==> config.mk <==
export PLATFORM = sky130hd
export DESIGN_NAME = fault_monitor
export DESIGN_NICKNAME = d
export VERILOG_FILES = /design/src/rtl/fault_monitor.sv
export SDC_FILE = /design/constraint.sdc
export NUM_CORES = 1
export LEC_CHECK = 0
export ABC_CLOCK_PERIOD_IN_PS = 1680
export BUFFER_PORTS_ARGS = -buffer_cell sky130_fd_sc_hd__buf_4
export CAP_MARGIN = 20
export CELL_PAD_IN_SITES_DETAIL_PLACEMENT = 2
export CELL_PAD_IN_SITES_GLOBAL_PLACEMENT = 2
export CORE_ASPECT_RATIO = 1.75
export CORE_MARGIN = 3
export CORE_UTILIZATION = 30
export CTS_CLUSTER_SIZE = 12
export DETAILED_ROUTE_END_ITERATION = 12
export GPL_ROUTABILITY_DRIVEN = 0
export GPL_TIMING_DRIVEN = 0
export HOLD_SLACK_MARGIN = 0.06
export PLACE_DENSITY = 0.74
export RECOVER_POWER = 100
export REMOVE_ABC_BUFFERS = 1
export SETUP_SLACK_MARGIN = 0.2
export SKIP_CTS_REPAIR_TIMING = 1
export SYNTH_ARGS = -nofsm -noshare
export SYNTH_HDL_FRONTEND = slang
export SYNTH_SLANG_ARGS = --single-unit
==> constraint.sdc <==
create_clock -name clk -period 1.68 [get_ports clk]
set_input_delay 0.42 -clock clk [delete_from_list [all_inputs] [get_ports clk]]
set_output_delay 0.42 -clock clk [all_outputs]
set_load 0.01 [all_outputs]
==> src/rtl/fault_monitor.sv <==
// Fault monitor for a laser fault-injection register array: counts q/golden mismatches and
// captures the first syndrome. Optional FAULT_MASK_EN adds a cumulative flipped-bit mask.
module fault_monitor #(
    parameter int unsigned N             = 8,
    parameter int unsigned CNT_W         = 16,
    parameter int unsigned SETTLE_CYC    = 4,
    parameter bit          HALT_ON_FAULT = 1'b0
) (
    input  logic             clk,
    input  logic             reset,
    input  logic             arm,
    input  logic             disarm,
    input  logic [N-1:0]     q,
    input  logic [N-1:0]     golden,
    output logic             fault_pulse,
    output logic             fault_sticky,
    output logic [CNT_W-1:0] fault_count,
    output logic [N-1:0]     first_syndrome,
`ifdef FAULT_MASK_EN
    output logic [N-1:0]     fault_mask,
`endif
    output logic [1:0]       state
);

    typedef enum logic [1:0] {
        StIdle    = 2'd0,
        StSettle  = 2'd1,
        StMonitor = 2'd2,
        StHalt    = 2'd3
    } state_e;

    localparam int unsigned     SetW     = (SETTLE_CYC > 1) ? $clog2(SETTLE_CYC) : 1;
    localparam logic [SetW-1:0] SetLoad  = SetW'((SETTLE_CYC > 0) ? SETTLE_CYC - 1 : 0);
    localparam logic [CNT_W-1:0] CntMax  = '1;
    localparam state_e          ArmState = (SETTLE_CYC == 0) ? StMonitor : StSettle;

    state_e             state_q, state_d;
    logic [SetW-1:0]    settle_q, settle_d;
    logic [N-1:0]       q_q, golden_q;
    logic               pulse_q, pulse_d;
    logic               sticky_q, sticky_d;
    logic [CNT_W-1:0]   count_q, count_d;
    logic [N-1:0]       syn_q, syn_d;
    logic [N-1:0]       syndrome;
    logic               mismatch;
`ifdef FAULT_MASK_EN
    logic [N-1:0]       mask_q, mask_d;
`endif

    assign syndrome = q_q ^ golden_q;
    assign mismatch = |syndrome;

    always_comb begin
        state_d  = state_q;
        settle_d = settle_q;
        pulse_d  = 1'b0;
        sticky_d = sticky_q;
        count_d  = count_q;
        syn_d    = syn_q;
`ifdef FAULT_MASK_EN
        mask_d   = mask_q;
`endif
        // disarm beats arm; results are held on disarm
        if (disarm) begin
            state_d = StIdle;
        end else if (arm) begin
            state_d  = ArmState;
            settle_d = SetLoad;
            sticky_d = 1'b0;
            count_d  = '0;
            syn_d    = '0;
`ifdef FAULT_MASK_EN
            mask_d   = '0;
`endif
        end else begin
            unique case (state_q)
                StSettle: begin
                    if (settle_q == '0) begin
                        state_d = StMonitor;
                    end else begin
                        settle_d = settle_q - 1'b1;
                    end
                end
                StMonitor: begin
                    if (mismatch) begin
                        pulse_d = 1'b1;
                        if (count_q != CntMax) begin
                            count_d = count_q + 1'b1;
                        end
                        if (!sticky_q) begin
                            sticky_d = 1'b1;
                            syn_d    = syndrome;
                        end
`ifdef FAULT_MASK_EN
                        mask_d = mask_q | syndrome;
`endif
                        if (HALT_ON_FAULT) begin
                            state_d = StHalt;
                        end
                    end
                end
                StIdle, StHalt: begin
                end
            endcase
        end
    end

    always_ff @(posedge clk or posedge reset) begin
        if (reset) begin
            state_q  <= StIdle;
            settle_q <= '0;
            q_q      <= '0;
            golden_q <= '0;
            pulse_q  <= 1'b0;
            sticky_q <= 1'b0;
            count_q  <= '0;
            syn_q    <= '0;
`ifdef FAULT_MASK_EN
            mask_q   <= '0;
`endif
        end else begin
            state_q  <= state_d;
            settle_q <= settle_d;
            q_q      <= q;
            golden_q <= golden;
            pulse_q  <= pulse_d;
            sticky_q <= sticky_d;
            count_q  <= count_d;
            syn_q    <= syn_d;
`ifdef FAULT_MASK_EN
            mask_q   <= mask_d;
`endif
        end
    end

    assign state          = state_q;
    assign fault_pulse    = pulse_q;
    assign fault_sticky   = sticky_q;
    assign fault_count    = count_q;
    assign first_syndrome = syn_q;
`ifdef FAULT_MASK_EN
    assign fault_mask     = mask_q;
`endif

endmodule

# Yosys cells after proc, flatten, opt, wreduce, memory -nomap -nowiden
# Cells that the tools add are included.
# W data, S select, Z words.
[op_classes]
n_eq_ne = 5
reduce_logical = 13
addsub = 2
n_bitwise = 2
mux = 22
[op_table]
columns = ["operator", "n"]
rows = [
  ["$mux W16", 4],
  ["$mux W8", 4],
  ["$add A16 B1 Y16 const B", 1],
  ["$ne A16 B16 Y1 const B", 1],
  ["$mux W2", 7],
  ["$reduce_and A4 Y1", 2],
  ["$reduce_bool A2 Y1", 4],
  ["$reduce_or A8 Y1", 1],
  ["$xor A8 B8 Y8", 1],
  ["$mux W1", 7],
  ["$reduce_and A3 Y1", 2],
  ["$reduce_bool A3 Y1", 2],
  ["$ne A2 B2 Y1 const B", 2],
  ["$eq A2 B1 Y1 const B", 1],
  ["$eq A2 B2 Y1 const B", 1],
  ["$logic_not A2 Y1", 1],
  ["$reduce_and A2 Y1", 1],
  ["$sub A2 B1 Y2 const B", 1],
  ["$not A1 Y1", 1],
]
[totals]
in_bits = 20
ff_bits = 46
wordCells = 52

# Depth between registers and ports, before layout
[logic_depth]
ltp_word = 6
ltp_mapped = 7
mapped_depth_nobuf = 7

# Worst setup path before layout
# No wires, ideal clock.
[synth_timing]
path_type = "register to register"
startpoint = "register count_q[0] (netlist: fault_count[0])"
endpoint = "register count_q[1] (netlist: fault_count[1])"
setup_slack_ns = -0.234
synth_period_minus_slack_ns = 1.914
arrival_time_ns = 1.789
stages_incl_launch_ff = 7
cell_sequence = "dfrtp_1 > ha_1 > nand4_2 > nor3_2 > nand3_2 > a22o_4 > mux2_4"
[synth_between]
elab_chain_len = 5
word_cells_on_any_way = 8
classes_between = "1 x add/sub; 1 x eq/ne; 4 x mux; 2 x reduce/logical"
[synth_rtl]
columns = ["item", "line_no", "source"]
rows = [
  ["from (decl)", "42", "logic [CNT_W-1:0] count_q, count_d;"],
  ["from (signal assigned)", "128", "count_q <= count_d;"],
  ["$add A16 B1 Y16", "88", "count_d = count_q + 1'b1;"],
  ["$mux W16", "87", "if (count_q != CntMax) begin"],
  ["$mux W16", "85", "if (mismatch) begin"],
  ["$mux W16", "76", "unique case (state_q)"],
  ["$mux W16", "66", "end else if (arm) begin"],
]
# Parallel ways exist; a longest one is shown, timed or not. The select of a mux whose other input is x is not followed.
# A chain may end at the register's enable or synchronous reset.

# Worst setup path in the final report
[layout_timing]
startpoint = "register count_q[8] (netlist: fault_count[8])"
endpoint = "register count_q[1] (netlist: fault_count[1])"
[layout_between]
elab_chain_len = 3
[layout_rtl]
columns = ["item", "line_no"]
rows = [
  ["$ne A16 B16 Y1", "87"],
  ["$reduce_bool A2 Y1 (no line)", "--"],
  ["$reduce_and A4 Y1 (no line)", "--"],
]
# No other way between the ends.

==> impl_metrics.py <==
metrics = {
    "clock_network": {
        "htreeDepth": 2,
        "path_clk_slew_ps": 70,
        "cts_buffers": 5,
        "cts_root_buf": "clkbuf_16",
        "clkSinkCount": 46,
        "clockBufferDepth": 2,
        "worstSkewPairLatency_ps": 290,
        "cts_tree": "built",
    },
    "setup_path": {
        "worstSetupPathType": "flop to flop",
        "critical_path.top_delay_family": "simple AND/OR/NAND/NOR gates",
        "critPathCaptureType": "flop",
        "worstSetupStartpointType": "flop",
        "crit_buf_inv": 0,
        "worstPathMaxFanout": 6,
        "crit_slowest_cell": "dfrtp_1",
        "crit_required_ps": 1850,
        "critPathMaxStageDelay_ps": 470,
        "worstPathCellList": "nand4_1 > nor3_4 > nand3_4 > a22o_4 > mux2_4",
        "worstPathArrival_ps": 2090,
    },
    "routing": {
        "drc": 0,
        "totalWireLength_um": 6270,
        "via_count": 1731,
        "vias_per_cell": 5.18,
        "drt_iter0_drc": 36,
        "wire_per_inst_um": 18.8,
        "first_pass_iters": 4,
        "ant_nets": 0,
    },
    "worst_hold_path": {
        "hold_class": "input port to flop",
    },
    "yosys": {
        "seq_area_frac_synth_pct": 56.5,
        "synthTopCellsByArea": "dfrtp_1 56%, a31oi_1 3.7%, xor2_1 3.4%, a22o_1 3.0%, o21a_1 2.9%",
        "yosys.area.top_type": "dfrtp_1",
        "ys_dominant_reg_cell": "dfrtp_1",
        "syn_avg_cell_area_um2": 11.4,
        "synth_edf_count": 0,
        "syn-cell-area_um2": 2040,
        "synthCells": 179,
        "synth_async_sr_flop_share_pct": 100,
        "synth.yosys.warnings": 0,
        "ys_seq_elements": 46,
        "yosysUniqueCellTypes": 41,
        "yosys.area.top_type_share_pct": 56.5,
    },
    "timing": {
        "max_freq_mhz": 522,
        "slew_headroom_pct": 53.5,
        "setup_viol": 24,
        "worst_slack_ps": -237,
        "slew_viol_final": 0,
        "finalCritPeriodShare_pct": 114,
        "min_period_ps": 1920,
        "finalSetupTns_ps": -3430,
        "hold_violations": 0,
        "rsz0062_at_grt": "true",
        "tightestPinTransition_ps": 691,
        "finClkSkew_ps": 7.24,
    },
    "placed_design": {
        "placed_cells": 303,
        "io_buffer_count": 47,
        "dp_hpwl_um": 3950,
        "dp_slack_ps": -795,
    },
    "cells_and_area": {
        "multiInputGateArea_um2": 991,
        "utilization_pct": 45.2,
        "finalNonFillerCells": 334,
        "drive_above_1_share_pct": 37.7,
        "fillCellCount": 705,
        "fin_nets": 273,
        "diodes": 0,
        "seqCellArea_um2": 1150,
        "syn_to_final_growth_pct": 44.9,
    },
    "global_routing": {
        "grt_overflow": 0,
        "grt.total_usage_pct": 15.2,
        "grt_pass1_wl_um": 8800,
        "grt_pass1_vias": 1785,
        "antenna_found_initial": 0,
        "grt_max_degree": 41,
    },
    "run_status": {
        "violations": "setup timing",
        "outcome": "finished with violations",
    },
    "run": {
        "cap_violations": 0,
    },
    "power": {
        "power_density_nw_per_um2": 867,
        "power_mw": 2.56,
        "vdd_drop_max_mv": 0.548,
        "power.leakage_nw": 1.32,
    },
    "die": {
        "pin_count": 48,
        "die_y_um": 115,
        "start_util_pct": 31.2,
        "die_x_um": 68.3,
        "rows": 39,
        "die_area_um2": 7860,
        "coreArea_um2": 6540,
    },
}
==> synthesized netlist by cell type (all sizes together) (4+ instances only) <==
cell / n
nor2: 12
nand2: 6
a31oi: 12
nor4: 6
nand3: 8
a22o: 9
nand4: 4
o21a: 8
a21oi: 15
and3: 5
xor2: 8
inv: 10
dfrtp: 46
==> area by class of cell <==
cell class                      count  share of cell area [%]
Inverter                           10                    1.27
Clock buffer                        5                    4.24
Clock inverter                      3                    1.53
Tap cell                           82                    3.47
Timing Repair Buffer               70                    16.9
Sequential cell                    46                    39.1
Multi-Input combinational cell    118                    33.6
==> stage by stage <==
step / area, µm² / hold WS [ps]
after detailed placement: 2470 / 335
after global routing: 2950 / 247
after CTS: 2650 / 23.3
after global placement: 2450 / 483
after floorplan: 2000 / 451
final: 2950 / 255
==> path summary, 6_finish.rpt <==
path	startpoint	endpoint	slack, ps	cells past startpoint
hold / removal	golden[3]	golden_q[3]$_DFF_PP0_	260	1
setup reg to reg	fault_count[8]$_DFFE_PP0P_	fault_count[1]$_DFFE_PP0P_	-240	5
max in group asynchronous	reset	fault_count[1]$_DFFE_PP0P_	160	4
setup / recovery	fault_count[8]$_DFFE_PP0P_	fault_count[1]$_DFFE_PP0P_	-240	5
hold reg to reg	first_syndrome[4]$_DFFE_PP0P_	first_syndrome[4]$_DFFE_PP0P_	500	1
min in group asynchronous	reset	q_q[1]$_DFF_PP0_	610	3
==> where the power goes <==
part           switching [mW]  internal, mW  total (mW)
Clock                   0.432         0.701        1.13
Sequential             0.0369          1.15        1.18
Combinational           0.140         0.102       0.242
==> cells in the final DEF (no fill, tap or decap), types with 4 or more instances in the layout <==
cell        n
xor2_1      7
and3_1      5
o21a_1      7
a21oi_2     6
dfrtp_1    44
a31oi_1     8
buf_4      33
nand2_1     6
a21oi_1     7
nor4_1      4
nor2_1     12
clkbuf_4   18
a22o_1      7
nand3_1     6
inv_1      10
clkbuf_16   6
clkbuf_1   16
==> cell families (layout without fill, tap and decap cells) <==
logic type / Yosys count / in the layout / synth area share, %
AOI/OAI and AO/OA: 53 / 54 / 19.0
xor gates and xnor gates: 8 / 8 / 3.44
adders and majority gates: 2 / 2 / 1.23
buffers and inverters: 16 / 88 / 3.74
DFF: 46 / 46 / 56.5
muxes: 2 / 2 / 1.41
and+or+nand+nor: 52 / 52 / 14.7
==> per-layer routing <==
layer,GRT usage (%),wire (µm),up-vias
li1,-,-,799
met1,15.6,2120,887
met2,29.0,3780,35
met3,3.71,236,10
met4,4.38,125,0
met5,0,0,-
==> sequential cells by signal, summed over array words and instances (netlist names) <==
name,flops
q_q,8
fault_pulse,1
golden_q,8
fault_count,16
settle_q,2
first_syndrome,8
fault_sticky,1
state,2
(Power assumes the default switching activity.)
